File: config.mk
export PLATFORM = sky130hd
export DESIGN_NAME = uart_tx_fsm
export DESIGN_NICKNAME = d
export VERILOG_FILES = /design/src/rtl/uart_tx_fsm.sv
export SDC_FILE = /design/constraint.sdc
export NUM_CORES = 1
export LEC_CHECK = 0
export ABC_AREA = 1
export BUFFER_PORTS_ARGS = -buffer_cell sky130_fd_sc_hd__buf_4
export CAP_MARGIN = 0
export CORE_ASPECT_RATIO = 1.1
export CORE_MARGIN = 5
export CORE_UTILIZATION = 30
export CTS_CLUSTER_SIZE = 10
export DETAILED_ROUTE_END_ITERATION = 10
export PLACE_DENSITY = 0.51
export SLEW_MARGIN = 25
export SYNTH_ARGS = -nofsm -noshare
export SYNTH_HDL_FRONTEND = slang
export SYNTH_SLANG_ARGS = --single-unit
File: constraint.sdc
create_clock -name clk -period 2.3 [get_ports clk]
set_input_delay 0.23 -clock clk [delete_from_list [all_inputs] [get_ports clk]]
set_output_delay 0.23 -clock clk [all_outputs]
set_load 0.05 [all_outputs]
File: src/rtl/uart_tx_fsm.sv
// uart_tx_fsm: 8-bit UART transmitter with optional parity, timed by a 16x tick divider.
module uart_tx_fsm #(
  parameter int CLK_FREQ   = 50_000_000,
  parameter int BAUD       = 115200,
  parameter int PARITY_EN  = 0,
  parameter int PARITY_ODD = 0
) (
  input  logic       clk,
  input  logic       rst,
  input  logic       i_tx_start,
  input  logic [7:0] i_tx_data,
  output logic       o_tx_d,
  output logic       o_tx_busy,
  output logic       o_tx_done
);
  localparam int DIV = CLK_FREQ / (BAUD * 16);
  localparam int CW  = DIV > 1 ? $clog2(DIV) : 1;
  localparam logic [2:0] IDLE   = 3'd0;
  localparam logic [2:0] START  = 3'd1;
  localparam logic [2:0] DATA   = 3'd2;
  localparam logic [2:0] PARITY = 3'd3;
  localparam logic [2:0] STOP   = 3'd4;
  localparam logic [2:0] DONE   = 3'd5;
  generate
    if (DIV < 1) begin : g_div_chk
      $error("uart_tx_fsm: CLK_FREQ too low for BAUD*16");
    end
  endgenerate
  logic [2:0]    state, state_nxt;
  logic [CW-1:0] tick_cnt;
  logic [3:0]    sample_cnt;
  logic [2:0]    bit_cnt;
  logic [7:0]    shift;
  logic          par, tick, bit_end, accept, tx_nxt;
  assign tick    = tick_cnt == CW'(DIV - 1);
  assign bit_end = tick && sample_cnt == 4'd15;
  assign accept  = state == IDLE && i_tx_start;
  always_comb begin
    state_nxt = IDLE;
    case (state)
      IDLE:    state_nxt = accept ? START : IDLE;
      START:   state_nxt = bit_end ? DATA : START;
      DATA:    state_nxt = bit_end && bit_cnt == 3'd7 ? (PARITY_EN != 0 ? PARITY : STOP) : DATA;
      PARITY:  state_nxt = bit_end ? STOP : PARITY;
      STOP:    state_nxt = bit_end ? DONE : STOP;
      DONE:    state_nxt = IDLE;
      default: state_nxt = IDLE;
    endcase
  end
  // Line level is registered from the current state, so it lags the state by one clock.
  assign tx_nxt = state == START  ? 1'b0 :
                  state == DATA   ? shift[0] :
                  state == PARITY ? par : 1'b1;
  always_ff @(posedge clk) begin
    if (rst) begin
      state      <= IDLE;
      tick_cnt   <= '0;
      sample_cnt <= '0;
      bit_cnt    <= '0;
      shift      <= '0;
      par        <= 1'b0;
      o_tx_d     <= 1'b1;
      o_tx_busy  <= 1'b0;
      o_tx_done  <= 1'b0;
    end else begin
      state     <= state_nxt;
      o_tx_d    <= tx_nxt;
      o_tx_busy <= state != IDLE;
      o_tx_done <= state == DONE;
      if (accept) begin
        shift      <= i_tx_data;
        par        <= ^i_tx_data ^ (PARITY_ODD != 0);
        tick_cnt   <= '0;
        sample_cnt <= '0;
        bit_cnt    <= '0;
      end else begin
        tick_cnt <= tick ? '0 : tick_cnt + 1'b1;
        if (tick) sample_cnt <= sample_cnt + 4'd1;
        if (bit_end && state == DATA) begin
          shift   <= shift >> 1;
          bit_cnt <= bit_cnt + 3'd1;
        end
      end
    end
  end
endmodule

==> PnR_summary.wiki, run 1 <==
{| class="wikitable"
! Metric !! Value
|-
| Flip-flop and latch count after synthesis || 27
|-
| Data required, critical path || ~2.5 ns
|-
| Clock edge transition at the registers on the reported setup and hold paths || approximately 0.09 ns
|-
| Source of the worst register-to-register timing path || tick_cnt[0]
|-
| Arrival time reported for the critical path endpoint || 1.85 ns
|-
| Part of the cycle the worst path needs || 0.717
|-
| Main combinational cell family by area after synthesis || simple AND/OR/NAND/NOR gates
|-
| Element type at the critical path start || flop
|-
| Power density of the placed cells || 554 nW/µm²
|-
| Top achievable clock speed || a little over 0.6 GHz
|-
| Post-route cell area || between 1500 and 2000 µm²
|-
| Overall die area || 6160 µm²
|-
| Share of final-layout standard cells stronger than drive strength 1 || 0.113
|-
| Setup WS post-layout || 0.650 ns
|-
| Overall power consumption || 0.884 mW
|-
| Status || finished clean
|-
| Part of the power in the clock network || 0.304
|-
| Cell chosen for the clock root || sky130_fd_sc_hd__clkbuf_8
|-
| Max Transition Viols Final || 0
|-
| Max-slew headroom at the worst pin || 0.704
|-
| Final Non-Filler Cells || 269
|-
| H-tree depth || 1
|-
| CTS buffer count || 3
|-
| Post-cts resize count || 0
|-
| FILL cells || 510
|-
| Total via count after detailed routing || 1198
|-
| Placed cell count || between 200 and 300
|-
| Number of clock sinks || 27
|-
| Hold WC Path Type || input pin to flop
|-
| Launching instance or port of the critical path || tick_cnt[0]
|-
| Initial antenna violation count || 0
|-
| Fraction of synthesized cell area taken by the top area cell type || 0.384
|-
| RSZ-0062 raised after global routing || false
|-
| Leading cell type in the layout, fill and taps excluded || sky130_fd_sc_hd__nand2_1
|-
| Mean number of vias per cell || 4.45
|-
| Post-synthesis compound-gate area fraction || 0.111
|-
| Hold Crit Start || rst
|-
| Total count of hold-check failures in the final report || 0
|-
| Gpl congestion || 0.718
|-
| Simple-gate portion of the synthesized area || 0.340
|-
| Clock tree buffer depth || 2
|-
| Number of setup violations in the final report || 0
|-
| Gate count of the mapped netlist || 200
|-
| Total leakage power || approximately 0.7 nW
|-
| Final wirelength || 2700 µm
|-
| Area share of fa/ha/maj cells after synthesis || 0.0444
|-
| Cell types with the largest area share after synthesis || sky130_fd_sc_hd__dfxtp_1 (38%), sky130_fd_sc_hd__nand2_1 (15%), sky130_fd_sc_hd__inv_1 (7.5%), sky130_fd_sc_hd__nand3_1 (5.7%), sky130_fd_sc_hd__a21oi_1 (5.0%)
|-
| Port Buffers || 13
|-
| Antenna Nets Post-Route || 0
|-
| Post-detailed-route DRC marker count || 0
|-
| Maximum vdd drop || 253 µV
|-
| CTS tree || yes
|-
| Count of different cell masters after synthesis || 28
|-
| Commonest cells after routing, fill and taps aside || sky130_fd_sc_hd__nand2_1 (57), sky130_fd_sc_hd__inv_1 (28), sky130_fd_sc_hd__dfxtp_1 (27), sky130_fd_sc_hd__nor2_1 (18), sky130_fd_sc_hd__nand3_1 (16)
|-
| I/O Pins || 14
|-
| Post-DP HPWL || 2020 µm
|-
| Net count after synthesis || 216
|-
| Net Sw Power || 0.231 mW
|-
| Core Area || 4590 µm²
|-
| Initial standard-cell utilization of the core || 0.307
|-
| Iteration-0 DRC Markers || 22
|-
| Largest driver fanout on the critical path || 14
|-
| Global route total overflow || 0
|-
| Wire length per cell after detailed routing || 10.0 µm
|-
| Number of buffers added for setup after CTS || 0
|-
| Crit. End Element || flop
|-
| Cell type with the largest total area after synthesis || sky130_fd_sc_hd__dfxtp_1
|-
| Wire length of the first global-routing pass || 4820 µm
|-
| Fin nets || 230
|-
| Area added between synthesis and finish || 13.3%
|-
| Largest net degree at the start of global routing || 27
|-
| Vias in the first global route || 1134
|-
| Type of the worst setup path || flop to flop
|-
| Post-cts hold buffer count || 0
|-
| 1st-pass router iterations || 4
|-
| Switching share of power || 0.261
|-
| Power Internal || ~0.65 mW
|-
| Register share of total power || 0.559
|-
| Max-cap violations || 0
|-
| Die Width || 75.3 µm
|-
| Final-layout setup total negative slack || 0 ns
|-
| Worst Skew || 0.00356 ns
|-
| Ant. Diodes || 0
|-
| Setup slack at placement || 0.638 ns
|-
| Final critical delay including setup and external delays || 1.65 ns
|-
| Actual slew at the worst max-slew pin || 0.442 ns
|-
| Part of the total power dissipated in combinational logic || 0.136
|-
| Sequential fraction of the synthesis area || 0.384
|-
| Synth warn || 0
|-
| Mean area per synthesized cell || 7.04 µm²
|-
| Total track usage || 0.0978
|-
| Clock network latency to the later pin of the worst-skew pair || between 0.2 and 0.3 ns
|-
| Height of the chip || slightly above 80 µm
|-
| XOR/XNOR share of the synthesized area || 0.0249
|-
| Fraction of synthesized area in multiplexers || 0
|-
| Cell area after synthesis || 1410 µm²
|-
| Area post-placement || 1550 µm²
|-
| Placement Rows || 26
|}
power groups by stage:
stage | Clock (mW) | Sequential [mW] | Combinational, mW
final | 0.269 | 0.494 | 0.121
after CTS | 0.283 | 0.495 | 0.123
after global routing | 0.302 | 0.497 | 0.139
after floorplan | 0 | 0.510 | 0.0794
after detailed placement | 0 | 0.505 | 0.123
after global placement | 0 | 0.506 | 0.123
Yosys cell counts, drive strengths merged:
cell type  number
clkbuf          1
xnor2           2
ha              5
dfxtp          27
nand3          18
o221ai          1
nand3b          1
nor3            2
a21oi          14
a31oi           2
xor2            2
o21a            2
nor2           19
buf             3
nor3b           1
inv            29
or2             1
nand4           1
nand2          59
o21ai          10
registers in the layout, indices dropped and copies added, names as in the netlist:
name,flops
tick_cnt,5
o_tx_busy,1
par,1
bit_cnt,3
sample_cnt,4
state,3
o_tx_d,1
shift,8
o_tx_done,1
worst paths after layout:
check	end	cells past startpoint	slack (ns)
setup / recovery	shift[1]	8	0.65
hold / removal	shift[4]	2	0.24
setup reg to reg	shift[1]	8	0.65
hold reg to reg	bit_cnt[1]	2	0.45
cell families (layout without fill, tap and decap cells):
kind of cell               after synthesis  count (layout)
and+or+nand+nor                        102             102
AOI/OAI and AO/OA                       29              29
buffers and inverters                   33              46
adders and majority gates                5               5
xor gates and xnor gates                 4               4
DFF                                     27              27
through the flow:
| step | util | hold slack (ns) |
|---|---|---|
| after floorplan | - | 0.299 |
| after global placement | 0.338 | 0.436 |
| after detailed placement | 0.338 | 0.440 |
| after CTS | 0.348 | 0.240 |
| after global routing | 0.348 | 0.247 |
| final | 0.348 | 0.243 |
area by class of cell:
type / instances / area (µm²) / area share
clock buffer: 4 / 45.0 / 0.0282
inverter: 29 / 109 / 0.0682
multi-input combinational: 140 / 733 / 0.460
sequential: 27 / 541 / 0.339
tap: 56 / 70.1 / 0.0439
timing repair buffer: 13 / 97.6 / 0.0612
per-layer routing:
| metal | GRT usage | routed length [µm] | up-vias |
|---|---|---|---|
| met2 | 0.177 | 1290 | 19 |
| met5 | 0 | 0 | - |
| met1 | 0.117 | 1290 | 522 |
| li1 | - | - | 657 |
| met4 | 0.0262 | 0 | 0 |
| met3 | 0.0159 | 114 | 0 |
worst max-delay path, cell delays in order, from the launching register on:
cell and delay (ns):
sky130_fd_sc_hd__dfxtp_1 0.34, sky130_fd_sc_hd__inv_1 0.06, sky130_fd_sc_hd__ha_1 0.13, sky130_fd_sc_hd__nand2_1 0.08, sky130_fd_sc_hd__nor3_4 0.35, sky130_fd_sc_hd__nand3_4 0.27, sky130_fd_sc_hd__nand2_4 0.17, sky130_fd_sc_hd__nand2_1 0.06
sky130_fd_sc_hd__a21oi_1 0.12
Note: power is estimated with default switching activity, not from simulation.
==> run 2: changes to the inputs <==
PLACE_DENSITY = 0.53   (was 0.51)
clock period = 1.5 ns   (was 2.3 ns; I/O delays follow)
==> run 2 against run 1 <==
  * Flip-flop and latch count did not move
  * Die area did not move
  * Count of clock-buffer cells in the layout did not move
  * Maximum frequency rose by 18%
  * Non-clock buffer count rose by 16
  * Combinational power rose by 79%
  * Setup slack got worse by 0.55 ns
  * Global-route usage fell by 0.24 points
  * First-iteration DRC count rose by 45%
  * Final cell count rose by 5.9%
  * Critical endpoint is now bit_cnt[1]
  * Largest cell class unchanged
==> PnR_summary.wiki, run 2 (same netlist as run 1, synthesis figures left out) <==
{| class="wikitable"
! Metric !! Value
|-
| Max Transition Viols Final || 0
|-
| Flip-flop count of the largest register after layout || 8
|-
| Crit. End Element || flop
|-
| Clock tree buffer depth || 2
|-
| Slowest Stage Delay on Critical Path || 0.33 ns
|-
| Clock network latency to the later pin of the worst-skew pair || 0.27 ns
|-
| Final critical delay including setup and external delays || 1.40 ns
|-
| Vias in the first global route || 1154
|-
| Antenna Nets Post-Route || 0
|-
| Most flop-heavy register || shift
|-
| Slowest cell on the critical path || sky130_fd_sc_hd__dfxtp_2
|-
| Commonest cells after routing, fill and taps aside || sky130_fd_sc_hd__nand2_1 (56), sky130_fd_sc_hd__inv_1 (27), sky130_fd_sc_hd__dfxtp_1 (23), sky130_fd_sc_hd__buf_4 (23), sky130_fd_sc_hd__nor2_1 (17)
|-
| Max-cap violations || 0
|-
| Gpl congestion || 0.731
|-
| Termination of the worst setup path || bit_cnt[1]
|-
| Number of setup violations in the final report || 0
|-
| Arrival time reported for the critical path endpoint || 1.57 ns
|-
| CP cell instances || inv_2, ha_4, nand2_4, nor3_4, buf_4, nand3_4, buf_6, o21ai_1, a21oi_2
|-
| Height of the chip || 81.8 µm
|-
| Port Buffers || 13
|-
| Ant. Diodes || 0
|-
| Number of cells traversed by the worst register-to-register path || 9
|-
| Core Area || approximately 4600 µm²
|-
| RR Endpoint || bit_cnt[1]
|-
| Max-slew headroom at the worst pin || 0.768
|-
| Post-DP HPWL || 2040 µm
|-
| RSZ-0062 raised after global routing || false
|-
| Number of clock sinks || 27
|-
| Mean number of vias per cell || 4.40
|-
| Element type at the critical path start || flop
|-
| Registers with the highest flip-flop counts || shift: 8 flops, tick_cnt: 5 flops, sample_cnt: 4 flops
|-
| Part of the cycle the worst path needs || 0.932
|-
| CTS buffer count || 3
|-
| Post-detailed-route DRC marker count || 0
|-
| Leading cell type in the layout, fill and taps excluded || sky130_fd_sc_hd__nand2_1
|-
| Data required, critical path || 1.67 ns
|-
| Core utilization of the finished layout || 0.396
|-
| Overall die area || 6160 µm²
|-
| Largest driver fanout on the critical path || 5
|-
| Maximum vdd drop || 300 µV
|-
| H-tree depth || 1
|-
| Die Width || 75.3 µm
|-
| Clock edge transition at the registers on the reported setup and hold paths || 0.09 ns
|-
| Critical path's top delay family || buffers and inverters
|-
| Cell count along the critical path || 9
|-
| Source of the worst register-to-register timing path || tick_cnt[0]
|-
| Total via count after detailed routing || 1253
|-
| Largest net degree at the start of global routing || 24
|-
| Cell chosen for the clock root || sky130_fd_sc_hd__clkbuf_8
|-
| Worst reg2reg setup slack || between 0.1 and 0.15 ns
|-
| FILL cells || between 400 and 500
|-
| Global route total overflow || 0
|-
| Wire length of the first global-routing pass || 4630 µm
|-
| Status || finished clean
|-
| Type of the worst setup path || flop to flop
|-
| Hold WC Path Type || input pin to flop
|-
| Total track usage || 0.0954
|-
| Launching instance or port of the critical path || tick_cnt[0]
|-
| Share of final-layout standard cells stronger than drive strength 1 || 0.249
|-
| I/O Pins || 14
|-
| 1st-pass router iterations || 4
|-
| Initial standard-cell utilization of the core || 0.307
|-
| Overall power consumption || roughly 1.4 mW
|-
| Total leakage power || 0.799 nW
|-
| CTS tree || yes
|-
| Worst Skew || 0.00175 ns
|-
| Wire length per cell after detailed routing || 10.0 µm
|-
| Actual slew at the worst max-slew pin || 0.346 ns
|-
| Initial antenna violation count || 0
|-
| Final wirelength || about 2900 µm
|-
| Total count of hold-check failures in the final report || 0
|-
| Placement Rows || 26
|-
| Top achievable clock speed || approximately 0.72 GHz
|-
| Area added between synthesis and finish || 29.2%
|-
| Power density of the placed cells || 765 nW/µm²
|-
| Fin nets || about 250
|-
| Count of buffering cells on the critical path with inverters included || 3
|-
| Iteration-0 DRC Markers || 32
|}
-- run 2: what timing repair did --
| action | 4_1_cts | 5_1_grt |
|---|---|---|
| gates resized for setup | 0 | 28 |
| setup endpoints to repair | 9 | 22 |
| pin swaps | 2 | 7 |
| gates cloned | 0 | 0 |
| hold buffers | 0 | 0 |
| setup buffers | 2 | 7 |
-- run 2: final cells by class --
type,count,area (µm²),share of cell area
repair buffers,29,249,0.137
well taps,56,70.1,0.0385
inverters,29,109,0.0599
flip-flops and latches,27,546,0.300
multi-input cells,140,800,0.440
clock buffers,4,45.0,0.0248
-- run 2: worst min-delay path by stage --
stage / start / endpoint / cells past startpoint
after CTS: rst / shift[7] / 2
after global routing: rst / shift[1] / 2
after floorplan: rst / shift[0] / 1
final: rst / shift[1] / 2
after detailed placement: bit_cnt[2] / bit_cnt[2] / 2
after global placement: bit_cnt[2] / bit_cnt[2] / 2
-- run 2: power breakdown --
group / internal, mW / switching (mW)
clock: 0.190 / 0.224
sequential: 0.741 / 0.0185
combinational: 0.0916 / 0.125
-- run 2: routing by layer --
layer / vias up / wire length, µm / global-route usage
met1: 550 / 1320 / 0.110
met2: 13 / 1420 / 0.170
met3: 2 / 92 / 0.0147
li1: 688 / - / -
met5: - / 0 / 0
met4: 0 / 23 / 0.0420
-- run 2: stage by stage --
stage	instance area (µm²)	setup TNS, ns	worst slack, ns	hold slack [ns]	std cells
global route	1820	0	0.00672	0.160	285
finish	1820	0	0.102	0.159	285
floorplan	1410	0	0.0819	0.219	200
global placement	1620	0	0.0189	0.436	272
CTS	1680	0	0.000391	0.144	278
detailed placement	1620	-0.0986	-0.0275	0.442	272
-- run 2: worst register-to-register path, cell delays in order (launching register included) --
cell	delay, ns
sky130_fd_sc_hd__dfxtp_2	0.33
sky130_fd_sc_hd__inv_2	0.06
sky130_fd_sc_hd__ha_4	0.13
sky130_fd_sc_hd__nand2_4	0.05
sky130_fd_sc_hd__nor3_4	0.12
sky130_fd_sc_hd__buf_4	0.16
sky130_fd_sc_hd__nand3_4	0.11
sky130_fd_sc_hd__buf_6	0.16
sky130_fd_sc_hd__o21ai_1	0.15
sky130_fd_sc_hd__a21oi_2	0.04
